$ cat src/rtl/gate_sweep_ctrl.sv
// rtl/gate_sweep_ctrl.sv - sweep sequencer and truth-table checker for a 2-input NAND/NOR gate unit
module gate_sweep_ctrl #(
    parameter int SETTLE = 4,
    parameter int LOOPS  = 1
) (
    input  logic       i_clk,
    input  logic       i_rst_n,
    input  logic       i_start,
    input  logic       i_abort,
    input  logic [1:0] i_gate_out,
    output logic       o_gate_a,
    output logic       o_gate_b,
    output logic [1:0] o_vec_idx,
    output logic       o_busy,
    output logic       o_done,
    output logic       o_pass,
    output logic [3:0] o_fail_mask,
    output logic [7:0] o_err_count
);

    localparam logic [3:0] SETTLE_LAST = 4'(SETTLE - 1);
    localparam logic [7:0] LOOP_LAST   = 8'(LOOPS - 1);

    typedef enum logic [1:0] {
        S_IDLE  = 2'd0,
        S_DRIVE = 2'd1,
        S_CHECK = 2'd2,
        S_DONE  = 2'd3
    } state_t;

    state_t     r_state, w_state_nx;
    logic [3:0] r_settle_cnt, w_settle_nx;
    logic [1:0] r_vec_idx, w_vec_nx;
    logic [7:0] r_loop, w_loop_nx;
    logic [3:0] r_fail_mask, w_mask_nx;
    logic [7:0] r_err_count, w_err_nx;
    logic       r_pass, w_pass_nx;
    logic       r_gate_a, w_gate_a_nx;
    logic       r_gate_b, w_gate_b_nx;
    logic [1:0] w_expected;
    logic       w_mismatch;
    logic [1:0] w_vec_inc;

    // bit0 = NAND, bit1 = NOR of (a,b) = (vec[1],vec[0])
    always_comb begin
        w_expected = 2'b00;
        case (r_vec_idx)
            2'd0:    w_expected = 2'b11;
            2'd1:    w_expected = 2'b01;
            2'd2:    w_expected = 2'b01;
            default: w_expected = 2'b00;
        endcase
    end

    assign w_mismatch = (i_gate_out != w_expected);
    assign w_vec_inc  = r_vec_idx + 2'd1;

    always_comb begin
        w_state_nx  = r_state;
        w_settle_nx = r_settle_cnt;
        w_vec_nx    = r_vec_idx;
        w_loop_nx   = r_loop;
        w_mask_nx   = r_fail_mask;
        w_err_nx    = r_err_count;
        w_pass_nx   = r_pass;
        w_gate_a_nx = r_gate_a;
        w_gate_b_nx = r_gate_b;
        case (r_state)
            S_IDLE: begin
                if (i_start && !i_abort) begin
                    w_state_nx  = S_DRIVE;
                    w_settle_nx = 4'd0;
                    w_vec_nx    = 2'd0;
                    w_loop_nx   = 8'd0;
                    w_mask_nx   = 4'd0;
                    w_err_nx    = 8'd0;
                    w_pass_nx   = 1'b0;
                    w_gate_a_nx = 1'b0;
                    w_gate_b_nx = 1'b0;
                end
            end
            S_DRIVE: begin
                if (i_abort) begin
                    w_state_nx  = S_IDLE;
                    w_gate_a_nx = 1'b0;
                    w_gate_b_nx = 1'b0;
                end else if (r_settle_cnt == SETTLE_LAST) begin
                    w_state_nx = S_CHECK;
                end else begin
                    w_settle_nx = r_settle_cnt + 4'd1;
                end
            end
            S_CHECK: begin
                if (i_abort) begin
                    w_state_nx  = S_IDLE;
                    w_gate_a_nx = 1'b0;
                    w_gate_b_nx = 1'b0;
                end else begin
                    if (w_mismatch) begin
                        w_mask_nx[r_vec_idx] = 1'b1;
                        if (r_err_count != 8'hFF)
                            w_err_nx = r_err_count + 8'd1;
                    end
                    w_settle_nx = 4'd0;
                    if (r_vec_idx != 2'd3) begin
                        w_state_nx  = S_DRIVE;
                        w_vec_nx    = w_vec_inc;
                        w_gate_a_nx = w_vec_inc[1];
                        w_gate_b_nx = w_vec_inc[0];
                    end else if (r_loop != LOOP_LAST) begin
                        w_state_nx  = S_DRIVE;
                        w_vec_nx    = 2'd0;
                        w_loop_nx   = r_loop + 8'd1;
                        w_gate_a_nx = 1'b0;
                        w_gate_b_nx = 1'b0;
                    end else begin
                        // pass must already reflect the final check while done is high
                        w_state_nx  = S_DONE;
                        w_pass_nx   = (w_err_nx == 8'd0);
                        w_gate_a_nx = 1'b0;
                        w_gate_b_nx = 1'b0;
                    end
                end
            end
            default: begin
                w_state_nx = S_IDLE;
            end
        endcase
    end

    always_ff @(posedge i_clk or negedge i_rst_n) begin
        if (!i_rst_n) begin
            r_state      <= S_IDLE;
            r_settle_cnt <= 4'd0;
            r_vec_idx    <= 2'd0;
            r_loop       <= 8'd0;
            r_fail_mask  <= 4'd0;
            r_err_count  <= 8'd0;
            r_pass       <= 1'b0;
            r_gate_a     <= 1'b0;
            r_gate_b     <= 1'b0;
        end else begin
            r_state      <= w_state_nx;
            r_settle_cnt <= w_settle_nx;
            r_vec_idx    <= w_vec_nx;
            r_loop       <= w_loop_nx;
            r_fail_mask  <= w_mask_nx;
            r_err_count  <= w_err_nx;
            r_pass       <= w_pass_nx;
            r_gate_a     <= w_gate_a_nx;
            r_gate_b     <= w_gate_b_nx;
        end
    end

    assign o_gate_a    = r_gate_a;
    assign o_gate_b    = r_gate_b;
    assign o_vec_idx   = r_vec_idx;
    assign o_busy      = (r_state == S_DRIVE) || (r_state == S_CHECK);
    assign o_done      = (r_state == S_DONE);
    assign o_pass      = r_pass;
    assign o_fail_mask = r_fail_mask;
    assign o_err_count = r_err_count;

endmodule

$ cat config.mk
export PLATFORM = sky130hd
export DESIGN_NAME = gate_sweep_ctrl
export DESIGN_NICKNAME = d
export VERILOG_FILES = /design/src/rtl/gate_sweep_ctrl.sv
export SDC_FILE = /design/constraint.sdc
export NUM_CORES = 1
export LEC_CHECK = 0
export BUFFER_PORTS_ARGS = -buffer_cell sky130_fd_sc_hd__buf_4
export CORE_ASPECT_RATIO = 0.75
export CORE_MARGIN = 2
export CORE_UTILIZATION = 55
export CTS_CLUSTER_DIAMETER = 80
export DETAILED_ROUTE_END_ITERATION = 8
export PLACE_DENSITY = 0.88
export RECOVER_POWER = 50
export SLEW_MARGIN = 5
export SYNTH_ARGS = -nofsm -noshare
export SYNTH_HDL_FRONTEND = slang
export SYNTH_SLANG_ARGS = --single-unit
$ cat constraint.sdc
create_clock -name i_clk -period 2.51 [get_ports i_clk]
set_clock_uncertainty 0.05 [all_clocks]
set_input_delay 0.251 -clock i_clk [delete_from_list [all_inputs] [get_ports i_clk]]
set_output_delay 0.251 -clock i_clk [all_outputs]
set_load 0.1 [all_outputs]
After elaboration in Yosys (flattened, before gate mapping)
Index checks and enable logic that the tools add are counted.

storage, ports and cells
  bits in latches = 0
  ROM bits = 0
  memories = 0
  bits in registers = 31
  RAM bits = 0
  output and inout bits = 19

cells by class
  magnitude comparators = 2
  multiplexer cells = 46
  add/subtract/negate cells = 4
  divide/modulo/power cells = 0
  reduce and logical (&&, ||, !) cells = 19
  bitwise gates (word level) = 1
  shift-type cells = 0
  multipliers = 0
  equality and inequality tests = 20

operator list
  operator                                       number
  2-to-1 mux 8 bit                               9
  one-hot mux 8 bit (2 select lines)             2
  2-to-1 mux 4 bit                               6
  2-to-1 mux 2 bit                               10
  != test 2 bit, second input constant           10
  adder 8 x 1 -> 8 bit, second input constant    2
  AND reduction 5 bit                            3
  one-hot mux 4 bit (3 select lines)             1
  2-to-1 mux 1 bit                               10
  zero test 8 bit                                1
  != test 8 bit, second input constant           1
  one-hot mux 2 bit (2 select lines)             2
  one-hot mux 4 bit (2 select lines)             1
  AND reduction 4 bit                            2
  nonzero test 8 bit                             1
  == test 2 bit, second input constant           3
  != test 3 bit, second input constant           2
  one-hot mux 1 bit (3 select lines)             2
  one-hot mux 2 bit (3 select lines)             1
  AND reduction 3 bit                            2
  adder 4 x 1 -> 4 bit, second input constant    1
  == test 2 x 1 -> 1 bit, second input constant  2
  == test 4 x 2 -> 1 bit, second input constant  1
  zero test 2 bit                                2
  other kinds (14)                               15

Depth between registers and ports, before layout
  depth after elaboration = 12
  gate-level depth with buffers = 8
  depth with buffers taken out = 7

Least setup slack after synthesis
OpenSTA, ideal clock, no wires.

  kind = register to register
  start = reg r_vec_idx[0] (netlist: o_vec_idx[0])
  end = reg r_pass (netlist: o_pass)
  cell stages (with the launch flop) = 8
  path slack = -190 ps
  data arrival time = 2547 ps
  cells stage by stage = dfrtp_1 > inv_1 > ha_1 > xnor2_1 > a21o_1 > a211oi_1 > xor2_1 > o41ai_2

between the ends
  cells in the longest elaborated chain, start to end = 12
  elaborated cells between the ends (all ways) = 17
  those cells by class = eq/ne: 5; mux: 8; reduce/logical: 4

ends and longest elaborated chain
  what                                                            line  source
  from (decl)                                                     33    logic [1:0] r_vec_idx, w_vec_nx;
  from (signal assigned)                                          145   r_vec_idx <= w_vec_nx;
  == test 2 bit / == test 2 x 1 -> 1 bit (equally long branches)  47    case (r_vec_idx)
  OR reduction 2 bit (no line)                                    n/a
  one-hot mux 2 bit (2 select lines)                              47
  != test 2 bit                                                   55    assign w_mismatch = (i_gate_out != w_expected);
  2-to-1 mux 8 bit                                                99    if (w_mismatch) begin
  2-to-1 mux 8 bit                                                94    if (i_abort) begin
  2-to-1 mux 8 bit                                                68    case (r_state)
  zero test 8 bit                                                 119   w_pass_nx = (w_err_nx == 8'd0);
  2-to-1 mux 1 bit                                                110   end else if (r_loop != LOOP_LAST) begin
  2-to-1 mux 1 bit                                                105   if (r_vec_idx != 2'd3) begin
  2-to-1 mux 1 bit                                                94
  one-hot mux 1 bit (2 select lines)                              68
  to (signal assigned)                                            149   r_pass <= w_pass_nx;
  to (decl)                                                       37    logic r_pass, w_pass_nx;

Parallel ways exist; a longest one is shown, timed or not. The select of a mux whose other input is x is not followed.
A chain may end at the register's enable or synchronous reset.

Worst setup path after layout
  start = reg r_vec_idx[0] (netlist: o_vec_idx[0])
  end = reg r_err_count[4] (netlist: o_err_count[4])

between the ends
  cells in the longest elaborated chain, start to end = 9
  elaborated cells between the ends (all ways) = 11
  those cells by class = eq/ne: 3; mux: 6; reduce/logical: 2

ends and longest elaborated chain
  what                                                            line  source
  == test 2 bit / == test 2 x 1 -> 1 bit (equally long branches)  47
  OR reduction 2 bit (no line)                                    n/a
  one-hot mux 2 bit (2 select lines) (*)                          47
  != test 2 bit (*)                                               55
  2-to-1 mux 8 bit (*)                                            99
  2-to-1 mux 8 bit (*)                                            94
  2-to-1 mux 8 bit (*)                                            68
  2-to-1 mux 8 bit (*)                                            94
  one-hot mux 8 bit (2 select lines) (*)                          68
  to (signal assigned)                                            148   r_err_count <= w_err_nx;
  to (decl)                                                       36    logic [7:0] r_err_count, w_err_nx;

Every way passes the cells marked *; elsewhere a longest branch is shown, timed or not. The select of a mux whose other input is x is not followed.

==> flow_metrics.tcl <==
set metrics [dict create \
    drv_cap 1 \
    io_pins 25 \
    synth_edf_count 0 \
    drc 0 \
    critPathKind "reg2reg" \
    hold_violations 0 \
    die_y_um 55.4 \
    fin_crit_ns 2.22 \
    yosysTopAreaCell "dfrtp_1" \
    hold_ws_ns 0.344 \
    ant_nets 0 \
    hp-class "in2reg" \
    p_clk_frac 0.228 \
    grt_pass1_vias 1517 \
    yosysWarnings 0 \
    grtUsageTotal 0.235 \
    failed_checks "max-capacitance violations, max-slew violations" \
    syn_to_final_growth_pct 17.1 \
    die_w_um 72.5 \
    clk_latency_ns 0.29 \
    core_sq_um 3330 \
    wl_per_cell_um 14.8 \
    cts_tree "built" \
    place.gp.congestion 0.859 \
    cp.required_ns 2.64 \
    synth_seq_cells 31 \
    synthTopCellsByCount "dfrtp_1 (31), nor2_1 (28), nand2_1 (15), ha_1 (13), o21ai_0 (13)" \
    viasPerCell 5.71 \
    hold_buffers 1 \
    power.density_nw_per_um2 990 \
    dp_hpwl_um 3060 \
    antenna_found_initial 0 \
    synth_top_area_share 0.401 \
    pwr-share-comb 0.482 \
    cts_sinks 31 \
    swShare 0.477 \
    path_max_fanout 7 \
    io_buffer_count 24 \
    synthArstFlopShare 1.00 \
    grt-ovfl-total 0 \
    hold_depth 4 \
    post_cts_buffers 0 \
    cp-end-kind "flop" \
    p_leak_uw 0.00107 \
    synth_ff_type "dfrtp_1" \
    wl_um 4110 \
    fmax_mhz 450 \
    worstPathArrival_ns 2.35 \
    synth_area_sq_um 1940 \
    clkTransAtPathRegs_ns 0.06 \
    numCtsBuffers 5 \
    worst_pin_slew_ns 1.62 \
    antennaDiodeCount 0 \
    start_util 0.581 \
    ys_seq_area_frac 0.401 \
    cp-start-kind "flop" \
    synthCells 205 \
    rsz0062_at_grt "false" \
    tns_ns 0 \
    syn_nets 224 \
    final-setup-viol-count 0 \
    dieArea_sq_um 4010 \
    seqPwrFrac 0.290 \
    postCtsResizedCells 0 \
    p_sw_uw 1070 \
    nets 256 \
    htree_levels 2 \
    status "finished, violations left" \
    num_rows 18 \
    yosysMostFrequentCell "dfrtp_1" \
    slew_headroom -0.0797 \
    drt_iter0_markers 160 \
    clockRootBuffer "clkbuf_8" \
    period_share 0.885 \
    ys_top_cells_by_area "dfrtp_1 (40%), ha_1 (8.4%), nor2_1 (5.4%)" \
    drv_slew 32 \
    clock_path_buffers 2 \
    grt_first_pass_wirelength_um 7170 \
    drtPass1Iterations 4 \
    avgSynthCellArea_sq_um 9.44 \
    synth_cell_types 45 \
    drive_gt1_frac 0.168 \
    grt_start_max_net_pins 32 \
    p_int_uw 1170 \
    irDropWorstVdd_v 0.000943 \
    reg2reg_depth 7 \
    route.vias.total 1587 \
]
power by group through the flow:
stage	clock network (uW)	logic, uW	registers (uW)
2_1_floorplan	0	551	977
3_3_place_gp	0	1090	655
3_5_place_dp	0	1110	659
4_1_cts	529	1120	650
5_1_grt	552	1160	663
6_report	511	1080	650
flip-flops by register name, summed over array words and instances, names as in the netlist:
name          cells
o_err_count       8
r_loop            8
o_fail_mask       4
r_settle_cnt      4
o_vec_idx         2
r_state           2
o_gate_a          1
o_gate_b          1
o_pass            1
logic make-up (layout without fill, tap and decap cells):
kind of cell    count (synthesis)  count (layout)  share of synthesized area
fa+ha+maj                      13              13                     0.0840
xor+xnor                       16              16                     0.0724
simple gates                   78              78                      0.215
buf+inv                        15              48                     0.0330
compound gates                 46              46                      0.162
mux                             6               6                     0.0330
flops                          31              31                      0.401
layout by cell type, fill, tap and decap left out, types with 6 or more instances in the layout:
cell and count:
nand2_1 15, o21ai_0 13, clkbuf_1 10, buf_4 18, nor2_1 28, ha_1 13
a21oi_1 9, xor2_1 12, dfrtp_1 28, inv_1 11, clkbuf_8 6
critical path: stages (launching register included):
cell and delay, ns:
dfrtp_2 0.45, inv_1 0.12, ha_1 0.22, xor2_1 0.26, nor2_1 0.13, nor4_1 0.49
o21ai_0 0.14, a22o_1 0.25
layer usage:
layer / global-route usage / vias up / part of all wire
met4: 0.0714 / 0 / 0.0088
li1: - / 796 / -
met2: 0.345 / 57 / 0.46
met5: 0 / - / 0
met3: 0.0858 / 4 / 0.071
met1: 0.325 / 730 / 0.46
layout make-up:
type / count / area, sq um
multi-input cells: 159 / 1100
inverters: 11 / 41.3
fillers: 270 / 1070
clock inverters: 2 / 35.0
clock buffers: 6 / 82.6
flip-flops and latches: 31 / 779
repair buffers: 29 / 183
well taps: 40 / 50.0
path summary, 6_finish.rpt:
kind | startpoint | to | slack [ns]
max in group asynchronous | i_rst_n | o_vec_idx[0] | 0.49
setup / recovery | o_vec_idx[0] | o_err_count[4] | 0.29
hold reg to reg | o_pass | o_pass | 0.44
setup reg to reg | o_vec_idx[0] | o_err_count[4] | 0.29
min in group asynchronous | i_rst_n | o_err_count[1] | 0.86
hold / removal | i_abort | o_gate_a | 0.34
through the flow:
step / std cells / power (uW) / util / setup slack [ns] / cell area (sq um)
final: 278 / 2240 / 0.680 / 0.288 / 2270
after global routing: 278 / 2380 / 0.680 / 0.106 / 2270
after CTS: 278 / 2300 / 0.691 / 0.318 / 2300
after detailed placement: 269 / 1770 / 0.653 / 0.351 / 2180
after global placement: 269 / 1750 / 0.653 / 0.442 / 2180
after floorplan: 205 / 1530 / - / 0.00232 / 1940
Power figures use the tool's default switching activity.
